[config.mk]
export PLATFORM = sky130hd
export DESIGN_NAME = id_ex_operand_stage_flat
export DESIGN_NICKNAME = d
export VERILOG_FILES = /design/src/rtl/core_pkg.sv /design/src/rtl/id_ex_operand_stage_if.sv /design/src/rtl/id_ex_operand_stage_fwd_mux.sv /design/src/rtl/id_ex_operand_stage.sv /design/src/flat_wrapper.sv
export SDC_FILE = /design/constraint.sdc
export NUM_CORES = 1
export LEC_CHECK = 0
export CAP_MARGIN = 20
export CORE_MARGIN = 4
export CORE_UTILIZATION = 49
export CTS_CLUSTER_SIZE = 28
export DETAILED_ROUTE_END_ITERATION = 12
export PLACE_DENSITY = 0.89
export SLEW_MARGIN = 40
export SYNTH_ARGS = -nofsm -noshare
export SYNTH_HDL_FRONTEND = slang
export SYNTH_HIERARCHICAL = 1
export SYNTH_SLANG_ARGS = --single-unit
[constraint.sdc]
create_clock -name CLK -period 5.73 [get_ports CLK]
set_clock_uncertainty 0.2 [all_clocks]
set_input_delay 1.146 -clock CLK [delete_from_list [all_inputs] [get_ports CLK]]
set_output_delay 1.146 -clock CLK [all_outputs]
set_load 0.01 [all_outputs]
[src/rtl/core_pkg.sv]
// Shared types for the RV32 ID/EX operand stage: ALU function codes and
// the layout of the ID/EX pipeline register.
package core_pkg;

  localparam int CORE_XLEN = 32;
  localparam int CORE_RA_W = 5;

  typedef enum logic [2:0] {
    ALU_ADD = 3'b000,
    ALU_SUB = 3'b001,
    ALU_AND = 3'b010,
    ALU_OR  = 3'b011,
    ALU_SLT = 3'b101
  } alu_fun_t;

  // alu_fun is kept as raw bits so illegal codes reach the ALU unchanged.
  typedef struct packed {
    logic                 valid;
    logic [CORE_RA_W-1:0] rs1_addr;
    logic [CORE_RA_W-1:0] rs2_addr;
    logic [CORE_RA_W-1:0] rd_addr;
    logic [CORE_XLEN-1:0] rs1_data;
    logic [CORE_XLEN-1:0] rs2_data;
    logic [CORE_XLEN-1:0] imm;
    logic                 srcb_imm;
    logic [2:0]           alu_fun;
    logic                 reg_write;
    logic                 mem_read;
    logic                 mem_write;
  } id_ex_t;

  localparam id_ex_t BUBBLE = '0;

endpackage

[src/rtl/id_ex_operand_stage_if.sv]
// Forwarding bus from the EX/MEM and MEM/WB pipeline registers back into EX.
interface id_ex_operand_stage_if
  import core_pkg::*;
#(
  parameter int XLEN = CORE_XLEN,
  parameter int RA_W = CORE_RA_W
);
  logic [RA_W-1:0] EXMEM_RD_ADDR;
  logic            EXMEM_REG_WRITE;
  logic [XLEN-1:0] EXMEM_RESULT;
  logic [RA_W-1:0] MEMWB_RD_ADDR;
  logic            MEMWB_REG_WRITE;
  logic [XLEN-1:0] MEMWB_RESULT;

  // master: downstream stages publishing results; slave: the EX operand stage.
  modport master (
    output EXMEM_RD_ADDR, EXMEM_REG_WRITE, EXMEM_RESULT,
    output MEMWB_RD_ADDR, MEMWB_REG_WRITE, MEMWB_RESULT
  );
  modport slave (
    input EXMEM_RD_ADDR, EXMEM_REG_WRITE, EXMEM_RESULT,
    input MEMWB_RD_ADDR, MEMWB_REG_WRITE, MEMWB_RESULT
  );
endinterface

[src/rtl/id_ex_operand_stage_fwd_mux.sv]
// Per-source-register forwarding select: EX/MEM beats MEM/WB beats the
// registered register-file value; x0 is never forwarded.
module id_ex_operand_stage_fwd_mux
  import core_pkg::*;
#(
  parameter int XLEN = CORE_XLEN,
  parameter int RA_W = CORE_RA_W
) (
  input  logic [RA_W-1:0] rs_addr,
  input  logic [XLEN-1:0] rs_data,
  input  logic [RA_W-1:0] exmem_rd_addr,
  input  logic            exmem_reg_write,
  input  logic [XLEN-1:0] exmem_result,
  input  logic [RA_W-1:0] memwb_rd_addr,
  input  logic            memwb_reg_write,
  input  logic [XLEN-1:0] memwb_result,
  output logic [XLEN-1:0] fwd_data
);
  logic hit_exmem;
  logic hit_memwb;

  assign hit_exmem = exmem_reg_write && (exmem_rd_addr != '0) && (exmem_rd_addr == rs_addr);
  assign hit_memwb = memwb_reg_write && (memwb_rd_addr != '0) && (memwb_rd_addr == rs_addr);

  always_comb begin
    fwd_data = rs_data;
    if (hit_exmem)      fwd_data = exmem_result;
    else if (hit_memwb) fwd_data = memwb_result;
  end
endmodule

[src/rtl/id_ex_operand_stage.sv]
// ID/EX pipeline register with post-register forwarding and load-use
// hazard detection, feeding the execute-stage ALU directly.
module id_ex_operand_stage
  import core_pkg::*;
#(
  parameter int XLEN = CORE_XLEN,
  parameter int RA_W = CORE_RA_W
) (
  input  logic            CLK,
  input  logic            RST_N,
  input  logic            STALL,
  input  logic            FLUSH,
  input  logic            ID_VALID,
  input  logic [RA_W-1:0] ID_RS1_ADDR,
  input  logic [RA_W-1:0] ID_RS2_ADDR,
  input  logic [RA_W-1:0] ID_RD_ADDR,
  input  logic [XLEN-1:0] ID_RS1_DATA,
  input  logic [XLEN-1:0] ID_RS2_DATA,
  input  logic [XLEN-1:0] ID_IMM,
  input  logic            ID_SRCB_IMM,
  input  logic            ID_USES_RS2,
  input  logic [2:0]      ID_ALU_FUN,
  input  logic            ID_REG_WRITE,
  input  logic            ID_MEM_READ,
  input  logic            ID_MEM_WRITE,
  id_ex_operand_stage_if.slave FWD,
  output logic            LU_HAZARD,
  output logic            EX_VALID,
  output logic [XLEN-1:0] ALU_SRC_A,
  output logic [XLEN-1:0] ALU_SRC_B,
  output logic [2:0]      ALU_FUN,
  output logic [XLEN-1:0] EX_STORE_DATA,
  output logic [RA_W-1:0] EX_RD_ADDR,
  output logic            EX_REG_WRITE,
  output logic            EX_MEM_READ,
  output logic            EX_MEM_WRITE
);
  // Valid semantics: EX_VALID marks a real instruction in EX; a bubble has
  // every field zero, so no control enable can fire. There is no ready path:
  // STALL freezes this register and LU_HAZARD tells IF/ID to hold.
  id_ex_t ex_q, ex_d;
  id_ex_t id_word;
  logic [XLEN-1:0] rs1_fwd;
  logic [XLEN-1:0] rs2_fwd;

  always_comb begin
    id_word           = BUBBLE;
    id_word.valid     = ID_VALID;
    id_word.rs1_addr  = ID_RS1_ADDR;
    id_word.rs2_addr  = ID_RS2_ADDR;
    id_word.rd_addr   = ID_RD_ADDR;
    id_word.rs1_data  = ID_RS1_DATA;
    id_word.rs2_data  = ID_RS2_DATA;
    id_word.imm       = ID_IMM;
    id_word.srcb_imm  = ID_SRCB_IMM;
    id_word.alu_fun   = ID_ALU_FUN;
    id_word.reg_write = ID_REG_WRITE & ID_VALID;
    id_word.mem_read  = ID_MEM_READ  & ID_VALID;
    id_word.mem_write = ID_MEM_WRITE & ID_VALID;
  end

  assign LU_HAZARD = ex_q.valid && ex_q.mem_read && ex_q.reg_write &&
                     (ex_q.rd_addr != '0) && ID_VALID &&
                     ((ID_RS1_ADDR == ex_q.rd_addr) ||
                      (ID_USES_RS2 && (ID_RS2_ADDR == ex_q.rd_addr)));

  always_comb begin
    ex_d = ex_q;
    if (STALL)          ex_d = ex_q;
    else if (FLUSH)     ex_d = BUBBLE;
    else if (LU_HAZARD) ex_d = BUBBLE;
    else                ex_d = id_word;
  end

  always_ff @(posedge CLK or negedge RST_N) begin
    if (!RST_N) ex_q <= BUBBLE;
    else        ex_q <= ex_d;
  end

  id_ex_operand_stage_fwd_mux #(.XLEN(XLEN), .RA_W(RA_W)) u_fwd_rs1 (
    .rs_addr         (ex_q.rs1_addr),
    .rs_data         (ex_q.rs1_data),
    .exmem_rd_addr   (FWD.EXMEM_RD_ADDR),
    .exmem_reg_write (FWD.EXMEM_REG_WRITE),
    .exmem_result    (FWD.EXMEM_RESULT),
    .memwb_rd_addr   (FWD.MEMWB_RD_ADDR),
    .memwb_reg_write (FWD.MEMWB_REG_WRITE),
    .memwb_result    (FWD.MEMWB_RESULT),
    .fwd_data        (rs1_fwd)
  );

  id_ex_operand_stage_fwd_mux #(.XLEN(XLEN), .RA_W(RA_W)) u_fwd_rs2 (
    .rs_addr         (ex_q.rs2_addr),
    .rs_data         (ex_q.rs2_data),
    .exmem_rd_addr   (FWD.EXMEM_RD_ADDR),
    .exmem_reg_write (FWD.EXMEM_REG_WRITE),
    .exmem_result    (FWD.EXMEM_RESULT),
    .memwb_rd_addr   (FWD.MEMWB_RD_ADDR),
    .memwb_reg_write (FWD.MEMWB_REG_WRITE),
    .memwb_result    (FWD.MEMWB_RESULT),
    .fwd_data        (rs2_fwd)
  );

  assign EX_VALID      = ex_q.valid;
  assign ALU_SRC_A     = rs1_fwd;
  assign ALU_SRC_B     = ex_q.srcb_imm ? ex_q.imm : rs2_fwd;
  assign ALU_FUN       = ex_q.alu_fun;
  assign EX_STORE_DATA = rs2_fwd;
  assign EX_RD_ADDR    = ex_q.rd_addr;
  assign EX_REG_WRITE  = ex_q.reg_write;
  assign EX_MEM_READ   = ex_q.mem_read;
  assign EX_MEM_WRITE  = ex_q.mem_write;
endmodule
[src/flat_wrapper.sv]
// flat-port wrapper written by rule: the top's interface ports become plain ports
module id_ex_operand_stage_flat import core_pkg::*;
#(
  parameter int XLEN = CORE_XLEN,
  parameter int RA_W = CORE_RA_W
)
  (CLK, RST_N, STALL, FLUSH, ID_VALID, ID_RS1_ADDR, ID_RS2_ADDR, ID_RD_ADDR, ID_RS1_DATA, ID_RS2_DATA, ID_IMM, ID_SRCB_IMM, ID_USES_RS2, ID_ALU_FUN, ID_REG_WRITE, ID_MEM_READ, ID_MEM_WRITE, LU_HAZARD, EX_VALID, ALU_SRC_A, ALU_SRC_B, ALU_FUN, EX_STORE_DATA, EX_RD_ADDR, EX_REG_WRITE, EX_MEM_READ, EX_MEM_WRITE, FWD_EXMEM_RD_ADDR, FWD_EXMEM_REG_WRITE, FWD_EXMEM_RESULT, FWD_MEMWB_RD_ADDR, FWD_MEMWB_REG_WRITE, FWD_MEMWB_RESULT);
  id_ex_operand_stage_if #(.XLEN(XLEN), .RA_W(RA_W)) FWD_i ();
  input  logic CLK;
  input  logic RST_N;
  input  logic STALL;
  input  logic FLUSH;
  input  logic ID_VALID;
  input  logic [RA_W-1:0] ID_RS1_ADDR;
  input  logic [RA_W-1:0] ID_RS2_ADDR;
  input  logic [RA_W-1:0] ID_RD_ADDR;
  input  logic [XLEN-1:0] ID_RS1_DATA;
  input  logic [XLEN-1:0] ID_RS2_DATA;
  input  logic [XLEN-1:0] ID_IMM;
  input  logic ID_SRCB_IMM;
  input  logic ID_USES_RS2;
  input  logic [2:0] ID_ALU_FUN;
  input  logic ID_REG_WRITE;
  input  logic ID_MEM_READ;
  input  logic ID_MEM_WRITE;
  output logic LU_HAZARD;
  output logic EX_VALID;
  output logic [XLEN-1:0] ALU_SRC_A;
  output logic [XLEN-1:0] ALU_SRC_B;
  output logic [2:0] ALU_FUN;
  output logic [XLEN-1:0] EX_STORE_DATA;
  output logic [RA_W-1:0] EX_RD_ADDR;
  output logic EX_REG_WRITE;
  output logic EX_MEM_READ;
  output logic EX_MEM_WRITE;
  input wire logic [$bits(FWD_i.EXMEM_RD_ADDR)-1:0] FWD_EXMEM_RD_ADDR;
  input wire logic [$bits(FWD_i.EXMEM_REG_WRITE)-1:0] FWD_EXMEM_REG_WRITE;
  input wire logic [$bits(FWD_i.EXMEM_RESULT)-1:0] FWD_EXMEM_RESULT;
  input wire logic [$bits(FWD_i.MEMWB_RD_ADDR)-1:0] FWD_MEMWB_RD_ADDR;
  input wire logic [$bits(FWD_i.MEMWB_REG_WRITE)-1:0] FWD_MEMWB_REG_WRITE;
  input wire logic [$bits(FWD_i.MEMWB_RESULT)-1:0] FWD_MEMWB_RESULT;
  assign FWD_i.EXMEM_RD_ADDR = FWD_EXMEM_RD_ADDR;
  assign FWD_i.EXMEM_REG_WRITE = FWD_EXMEM_REG_WRITE;
  assign FWD_i.EXMEM_RESULT = FWD_EXMEM_RESULT;
  assign FWD_i.MEMWB_RD_ADDR = FWD_MEMWB_RD_ADDR;
  assign FWD_i.MEMWB_REG_WRITE = FWD_MEMWB_REG_WRITE;
  assign FWD_i.MEMWB_RESULT = FWD_MEMWB_RESULT;
  id_ex_operand_stage #(.XLEN(XLEN), .RA_W(RA_W)) u_core (.CLK(CLK), .RST_N(RST_N), .STALL(STALL), .FLUSH(FLUSH), .ID_VALID(ID_VALID), .ID_RS1_ADDR(ID_RS1_ADDR), .ID_RS2_ADDR(ID_RS2_ADDR), .ID_RD_ADDR(ID_RD_ADDR), .ID_RS1_DATA(ID_RS1_DATA), .ID_RS2_DATA(ID_RS2_DATA), .ID_IMM(ID_IMM), .ID_SRCB_IMM(ID_SRCB_IMM), .ID_USES_RS2(ID_USES_RS2), .ID_ALU_FUN(ID_ALU_FUN), .ID_REG_WRITE(ID_REG_WRITE), .ID_MEM_READ(ID_MEM_READ), .ID_MEM_WRITE(ID_MEM_WRITE), .FWD(FWD_i), .LU_HAZARD(LU_HAZARD), .EX_VALID(EX_VALID), .ALU_SRC_A(ALU_SRC_A), .ALU_SRC_B(ALU_SRC_B), .ALU_FUN(ALU_FUN), .EX_STORE_DATA(EX_STORE_DATA), .EX_RD_ADDR(EX_RD_ADDR), .EX_REG_WRITE(EX_REG_WRITE), .EX_MEM_READ(EX_MEM_READ), .EX_MEM_WRITE(EX_MEM_WRITE));
endmodule
# Word-level counts from Yosys, hierarchy flattened
# Index checks and enable logic that the tools add are counted.
[word_totals]
register_bits = 119
input_bits = 200
output_inout_bits = 109
word_cells = 44
[op_classes]
n_eq_ne = 6
mux = 7
bitwise_logic = 3
reduce_logical = 16
[ops]
columns = ["cell", "n"]
rows = [
  ["two-way mux 119 bit", 2],
  ["two-way mux 32 bit", 5],
  ["== test 5 bit", 6],
  ["nonzero test 5 bit", 3],
  ["logical AND 1 bit", 12],
  ["AND 1 bit", 3],
  ["logical OR 1 bit", 1],
]

# Depth between registers and ports, before layout
# Gate-level depths: netlist of the first run.
[logic_depth]
depth_word = 7
ltp_mapped = 7
depth_no_buf = 5

# Cells and area by module
# Netlist of the first run, hierarchy kept.
[by_module_without_submodules]
columns = ["module", "instances", "cells_per_inst", "area_each_um2", "seq_area_each_um2"]
rows = [
  ["id_ex_operand_stage", 1, 606, 5980.7, 2977.9],
  ["id_ex_operand_stage_fwd_mux", 2, 185, 1167.4, 0.0],
]

# Worst setup path before layout of the first run
# Ideal clock, no wire load.
[synth_timing]
path_type = "input to output"
startpoint = "in FWD_EXMEM_RD_ADDR[1]"
endpoint = "out ALU_SRC_B[10]"
arrival_time_ns = 2.659
t_required_ns = 4.384
setup_slack_ns = 1.725
stages = 7
n_path_buf = 2
path_cell_list = "or4_4 > a21oi_4 > or3_1 > buf_4 > buf_6 > a31oi_1 > mux2_2"
[synth_via]
elab_chain_len = 5
word_cells_on_any_way = 6
classes_between = "eq/ne (1); mux (2); reduce/logical (3)"
[synth_rtl]
columns = ["element", "line", "text"]
rows = [
  ["start, declared", "flat_wrapper.sv:36", "input wire logic [$bits(FWD_i.EXMEM_RD_ADDR)-1:0] FWD_EXMEM_RD_ADDR;"],
  ["nonzero test 5 bit", "id_ex_operand_stage_fwd_mux.sv:22", "assign hit_exmem = exmem_reg_write && (exmem_rd_addr != '0) && (exmem_rd_addr == rs_addr);"],
  ["logical AND 1 bit", "id_ex_operand_stage_fwd_mux.sv:22", ""],
  ["logical AND 1 bit *", "id_ex_operand_stage_fwd_mux.sv:22", ""],
  ["two-way mux 32 bit *", "id_ex_operand_stage_fwd_mux.sv:27", "if (hit_exmem) fwd_data = exmem_result;"],
  ["named net EX_STORE_DATA[10]", "flat_wrapper.sv:31", "output logic [XLEN-1:0] EX_STORE_DATA;"],
  ["two-way mux 32 bit *", "id_ex_operand_stage.sv:106", "assign ALU_SRC_B = ex_q.srcb_imm ? ex_q.imm : rs2_fwd;"],
  ["end, declared", "flat_wrapper.sv:29", "output logic [XLEN-1:0] ALU_SRC_B;"],
]
# Mark *: on every way through the listed nets, which the timed path passes. The rest lies on a longest branch.

# Final worst setup path of the first run
[layout_timing]
startpoint = "in FWD_EXMEM_RD_ADDR[1]"
endpoint = "out ALU_SRC_B[16]"
[layout_via]
elab_chain_len = 5
word_cells_on_any_way = 6
classes_between = "eq/ne (1); mux (2); reduce/logical (3)"
[layout_rtl]
columns = ["element", "line"]
rows = [
  ["nonzero test 5 bit", "id_ex_operand_stage_fwd_mux.sv:22"],
  ["logical AND 1 bit", "id_ex_operand_stage_fwd_mux.sv:22"],
  ["logical AND 1 bit *", "id_ex_operand_stage_fwd_mux.sv:22"],
  ["two-way mux 32 bit *", "id_ex_operand_stage_fwd_mux.sv:27"],
  ["two-way mux 32 bit *", "id_ex_operand_stage.sv:106"],
]
# Every way passes the cells marked *; elsewhere a longest branch is shown, timed or not.

==> results of run 1 <==
-- final cells by class --
cell class              instances  area [um^2]
fillers                      1300         4590
flip-flops and latches        119         2980
diodes                          5         12.5
clock inverters                13          156
clock buffers                  19          433
repair buffers                341         3440
multi-input cells             714         4700
well taps                     220          275
-- sequential cells by signal, summed over array words and instances (netlist names) --
name / flops
u_core/ex_q: 107
u_core/EX_RD_ADDR: 5
u_core/ALU_FUN: 3
u_core/EX_MEM_READ: 1
u_core/EX_MEM_WRITE: 1
u_core/EX_REG_WRITE: 1
u_core/EX_VALID: 1
-- cell usage in the layout (no fill, tap or decap), drive strengths merged, types with 2 or more instances in the layout --
| master | synthesis | routed |
|---|---|---|
| clkdlybuf4s50 | 0 | 306 |
| nand2 | 127 | 127 |
| bufinv | 0 | 3 |
| diode | 0 | 5 |
| nand4 | 65 | 65 |
| and3 | 2 | 2 |
| mux2 | 32 | 32 |
| a31oi | 64 | 64 |
| xnor2 | 26 | 26 |
| buf | 47 | 35 |
| clkbuf | 96 | 19 |
| nor4 | 66 | 66 |
| o21a | 2 | 2 |
| o21ai | 122 | 122 |
| clkinvlp | 0 | 5 |
| clkinv | 0 | 5 |
| or3 | 2 | 2 |
| a21oi | 2 | 2 |
| nand3 | 5 | 5 |
| a32oi | 118 | 118 |
| or2 | 2 | 2 |
| nor2 | 3 | 3 |
| and2 | 5 | 5 |
| dfrtp | 119 | 119 |
| or4 | 3 | 3 |
| o31ai | 64 | 64 |
-- worst paths after layout --
check	start	to	slack [ps]	depth (start not counted)
setup / recovery	FWD_EXMEM_RD_ADDR[1]	ALU_SRC_B[16]	450	8
hold / removal	u_core/ex_q[12]$_DFFE_PN0N_	u_core/ex_q[12]$_DFFE_PN0N_	300	2
setup reg to reg	u_core/EX_RD_ADDR[1]$_DFFE_PN0N_	u_core/ex_q[47]$_DFFE_PN0N_	2730	6
hold reg to reg	u_core/ex_q[12]$_DFFE_PN0N_	u_core/ex_q[12]$_DFFE_PN0N_	300	2
max in group asynchronous	RST_N	u_core/ex_q[22]$_DFFE_PN0N_	3670	2
min in group asynchronous	RST_N	u_core/ALU_FUN[1]$_DFFE_PN0N_	540	1
-- synthesized netlist by cell type --
| master | instances | area share [%] |
|---|---|---|
| sky130_fd_sc_hd__o21ai_0 | 2 | 0.12 |
| sky130_fd_sc_hd__or3_1 | 2 | 0.15 |
| sky130_fd_sc_hd__nor2_1 | 3 | 0.14 |
| sky130_fd_sc_hd__buf_4 | 10 | 0.90 |
| sky130_fd_sc_hd__a22oi_1 | 1 | 0.090 |
| sky130_fd_sc_hd__xnor2_1 | 26 | 2.7 |
| sky130_fd_sc_hd__buf_6 | 17 | 2.3 |
| sky130_fd_sc_hd__a32oi_1 | 118 | 12 |
| sky130_fd_sc_hd__nor2b_1 | 1 | 0.075 |
| sky130_fd_sc_hd__mux2_2 | 32 | 4.3 |
| sky130_fd_sc_hd__nand4_1 | 65 | 4.9 |
| sky130_fd_sc_hd__and4_1 | 1 | 0.11 |
| sky130_fd_sc_hd__clkbuf_1 | 96 | 4.3 |
| sky130_fd_sc_hd__a21oi_4 | 2 | 0.39 |
| sky130_fd_sc_hd__and3_1 | 2 | 0.15 |
| sky130_fd_sc_hd__o22ai_1 | 1 | 0.075 |
| sky130_fd_sc_hd__buf_2 | 9 | 0.54 |
| sky130_fd_sc_hd__o31ai_1 | 64 | 5.8 |
| sky130_fd_sc_hd__nand2_1 | 127 | 5.7 |
| sky130_fd_sc_hd__or4_1 | 1 | 0.090 |
| sky130_fd_sc_hd__or2_1 | 2 | 0.15 |
| sky130_fd_sc_hd__nor4_1 | 66 | 5.0 |
| sky130_fd_sc_hd__o21a_1 | 2 | 0.18 |
| sky130_fd_sc_hd__buf_1 | 11 | 0.50 |
| sky130_fd_sc_hd__dfrtp_1 | 119 | 36 |
| sky130_fd_sc_hd__o21ai_1 | 119 | 7.2 |
| sky130_fd_sc_hd__or4_4 | 2 | 0.27 |
| sky130_fd_sc_hd__nand3_1 | 5 | 0.30 |
| sky130_fd_sc_hd__a31oi_1 | 64 | 4.8 |
| sky130_fd_sc_hd__and2_1 | 5 | 0.38 |
| sky130_fd_sc_hd__o21ai_2 | 1 | 0.11 |
-- critical path, stage by stage --
cell,delay (ps)
sky130_fd_sc_hd__clkdlybuf4s50_1,490
sky130_fd_sc_hd__or4_4,590
sky130_fd_sc_hd__a21oi_4,180
sky130_fd_sc_hd__or3_1,140
sky130_fd_sc_hd__buf_4,390
sky130_fd_sc_hd__a31oi_1,190
sky130_fd_sc_hd__mux2_2,300
sky130_fd_sc_hd__clkdlybuf4s50_1,490
-- layer usage --
metal  vias to the layer above  share of wire [%]  global-route usage (%)
li1                       4327                  -                       -
met1                      4774                 36                    45.4
met2                       794                 47                    58.1
met3                       174                 12                    9.77
met4                         0                5.5                    22.7
met5                         -                  0                       0
-- through the flow --
step,total power [mW],hold slack (ps),cell area (um^2)
2_1_floorplan,1.58,257,8320
3_3_place_gp,2.19,271,11300
3_5_place_dp,2.21,280,11300
4_1_cts,3.30,293,11900
5_1_grt,3.44,314,12000
6_report,3.32,296,12000
-- logic make-up (layout without fill, tap and decap cells) --
family,Yosys count,in the layout,synth area share [%]
AO/OA/AOI/OAI,374,374,31.1
AND/OR/NAND/NOR,282,282,17.4
XOR/XNOR,26,26,2.74
multiplexers,32,32,4.33
other,0,5,0
buffers and inverters,143,373,8.58
flip-flops,119,119,35.8
-- power breakdown --
| part | total, mW | internal (mW) | switching, mW |
|---|---|---|---|
| clock network | 1.09 | 0.680 | 0.406 |
| registers | 1.04 | 0.944 | 0.0932 |
| logic | 1.20 | 0.564 | 0.632 |
==> results.md, run 1 <==
* Result of the run: finished, final reports clean
* Die span in x at 138 um
* Final critical-path share of the clock period at 92.2%
* Share of layout cells above drive strength 1 at 9.20%
* Synthesized instance count at 976
* Type of the worst setup path: in2out
* Number of design-rule violations left by the first detailed-router iteration at 1,216
* Number of sinks on the clock net at roughly 120
* Number of setup violations in the final report at 0
* Core area at 0.0166 mm^2
* Clock slew at reported path FFs at 50 ps
* TritonCTS clock tree: done
* DRC violation count after routing at 0
* Routed length per placed instance at between 20 and 30 um
* Fraction of the yosys area taken by sequential cells at a little over a third
* Number of storage elements in the synthesis netlist at 119
* Worst voltage drop across the vdd grid at ~0.21 mV
* Pins over their slew limit at 0
* Maximum frequency from static timing analysis at 189 MHz
* Post-Place Cells at 1,392
* Initial Util at 50.1%
* Total routed wirelength at 37,000 um
* Worst EP required at 4380 ps
* Hold Violations, Final at 0
* Clock network latency to the later pin of the worst-skew pair at ~420 ps
* Kind of path behind the tightest hold check: reg2reg
* Aggregate global routing overflow at 0
* Number of top-level pins at 309
* Port Buffer Count at 308
* Post-route non-filler standard cell count at 1,431
* Crit path time final at 5280 ps
* Warnings from Yosys at 6
* Via count at 10,100
* Wire length of the first global-routing pass at 56,600 um
* Die ar. at 0.0191 mm^2
* Static Leakage at ~4.1 nW
* Hold_buf cts at 0
* Final ANT Viol Nets at 0
* Area of the mapped netlist at 0.00832 mm^2
* Number of distinct library cells after synthesis at 31
* Setup_tns at 0 ps
* Core Rows at 47
* Via count of the first global-routing pass at roughly 9,900
* Post-synthesis area per instance at 8.52 um^2
* Critical path data arrival time at approximately 3900 ps
* Pin count of the biggest net entering global routing at 233
* Final worst setup slack at 445 ps
* Slew Limit Headroom at 45.7%
* Die Ht at roughly 140 um
* Syn Nets at 1,176
* Clock root cell: sky130_fd_sc_hd__clkbuf_16
* Initial antenna violation count at 5
* Quantity of gates resized following cts at 0
* Power density over cell area at between 200 and 300 mW/mm^2
* Deepest level of the CTS H-tree at 4
* Unrepaired setup endpoints after global routing: no
* All-Layer GR Usage at 36.9%
* Launching element type of the critical path: input port
* Crit Path Max Fanout at 32
* Number of buffers added for setup after CTS at 0
* Drt pass-1 iters at 6
* Signed area change from the synthesized netlist to the final layout at 44.3%
* Worst setup slack before clock tree synthesis at 504 ps
* Max-cap viol count at 0
* Count of nets after finishing at 1,393
* Critical path capture point type: primary output
* HPWL after DPL at approximately 24,000 um
* Final core occ at slightly above 70%
* Slew at the pin with the worst max-slew slack at between 800 and 900 ps
* Routability Congestion at 0.940
* Post-DR vias/cell at 7.04
* Total clock buffers created by CTS at 17
* Clock buffer depth at 2
Power figures use the tool's default switching activity.
==> run 2: changes to the inputs <==
--- a/config.mk
+++ b/config.mk
@@ -11,6 +11,7 @@
 export CTS_CLUSTER_SIZE = 28
 export DETAILED_ROUTE_END_ITERATION = 12
 export PLACE_DENSITY = 0.89
+export SKIP_LAST_GASP = 1
 export SLEW_MARGIN = 40
 export SYNTH_ARGS = -nofsm -noshare
 export SYNTH_HDL_FRONTEND = slang
==> results of run 2 <==
Final layout, timing and power as in run 1 (identical DEF).
==> RTL edit: new RTL, flow settings as in run 2 <==
`CORE_RA_W`: 5 -> 7.
--- a/src/rtl/core_pkg.sv
+++ b/src/rtl/core_pkg.sv
@@ -5,3 +5,3 @@
   localparam int CORE_XLEN = 32;
-  localparam int CORE_RA_W = 5;
+  localparam int CORE_RA_W = 7;
 
Ports: changed (6 resized); port bits go from 309 to 321. The function was not compared with the original's and may differ.
==> RTL edit against run 2 <==
Area after synthesis decreased by 11%. Sequential cell count grew 6. Routed wire length shrank 29%. First-iteration DRC count shrank 64%. Worst setup slack got worse by 0.029 ns. Die area down 9.9%. Total power decreased by 18%. Final area decreased by 6.2%.
==> RTL edit: results (changes against run 2) <==
stage;metric;value;unit;change
global_route;grt_pass1_vias;7798;;-22%
layout;nFillCells;1065;;-18%
global_route;grt_usage;29.7;%;-7.2 points
global_route;grt_start_max_net_pins;87;;-63%
route;drtIter0Drc;438;;-64%
critical_path;critPathSlowestCell;clkdlybuf4s50_1;;
global_route;grt_pass1_wl;41400;µm;-27%
place;gp_congestion;0.932;;-0.85%
place;dp_slack;0.441;ns;-0.0631 ns
global_route;antenna_found_initial;1;;-4
layout;nets;1364;;-2.1%
yosys;synthTopCellsByCount;nand2_1, dfrtp_1, o21ai_0;;
route;wl_per_cell;19.3;µm;-25%
yosys;syn_nets;1082;;-8.0%
route;num_vias;7567;;-25%
layout;regArea;3130;µm²;+5.0%
power_and_ir_drop;ir_drop;0.240;mV;+14%
outcome;outcome;completed;;
route;first_pass_iters;5;;-1
layout;largest_register_ffs;111;;+3.7%
yosys;ys_seq_area_share;42.0;%;+6.2 points
critical_path;worstPathArrival;3.97;ns;+0.03 ns
critical_path;crit_path_max_incr_delay;0.59;ns;about the same
yosys;ys_types;27;;-13%
power_and_ir_drop;swShare;25.5;%;-8.6 points
place;numPortBuffers;320;;+3.9%
layout;final_layout_size_suffix_gt1_share;10.6;%;+1.4 points
place;hpwl;18400;µm;-24%
power_and_ir_drop;p_leak;4.51;nW;+9.5%
[RTL edit: layer usage]
layer | up-vias | GRT usage, % | wire length (µm)
met5 | - | 0 | 0
li1 | 3504 | - | -
met1 | 3590 | 36.1 | 10400
met4 | 0 | 16.2 | 1340
met2 | 387 | 48.6 | 12400
met3 | 86 | 7.84 | 2020
[RTL edit: final timing paths]
kind                                            from              end  slack [ns]  cells after the start
worst max-delay path            FWD_MEMWB_RD_ADDR[5]    ALU_SRC_A[29]        0.42                      8
worst min register to register       u_core/ex_q[29]  u_core/ex_q[29]        0.28                      2
max in group asynchronous                      RST_N   u_core/ex_q[6]        3.71                      2
worst min-delay path                 u_core/ex_q[29]  u_core/ex_q[29]        0.28                      2
min in group asynchronous                      RST_N  u_core/ex_q[17]        0.56                      1
worst max register to register  u_core/EX_RD_ADDR[0]  u_core/ex_q[36]        2.03                      7
[RTL edit: power by group through the flow]
stage          Combinational (mW)  Sequential, mW  Clock [mW]
2_1_floorplan               0.252            1.00           0
3_3_place_gp                0.595            1.03           0
3_5_place_dp                0.606            1.03           0
4_1_cts                     0.611            1.01        1.10
5_1_grt                     0.656            1.02        1.15
6_report                    0.608            1.02        1.09
[RTL edit: area by class of cell]
cell class                      count  area share [%]
Antenna cell                        1          0.0222
Clock buffer                       24            4.28
Clock inverter                      7            1.00
Multi-Input combinational cell    675            35.0
Sequential cell                   125            27.8
Tap cell                          184            2.05
Timing Repair Buffer              335            29.8
[RTL edit: critical path, delay by kind of cell]
kind / cells / cell delay, ns
buffers and inverters: 3 / 1.42
multiplexers: 1 / 0.19
AO/OA/AOI/OAI: 1 / 0.28
AND/OR/NAND/NOR: 3 / 0.91
[RTL edit: logic make-up (layout without fill, tap and decap cells)]
group,after synthesis,in the layout,share of synthesized area [%]
flops,125,125,42.0
xor+xnor,40,40,4.71
mux,96,96,13.4
compound gates,194,194,15.4
other cells,0,1,0
simple gates,345,345,18.5
buf+inv,72,366,5.85
[RTL edit: metrics by stage]
step	power [mW]	cells
after global placement	1.62	1318
final	2.71	1351
after CTS	2.73	1350
after floorplan	1.25	872
after global routing	2.82	1351
after detailed placement	1.63	1319
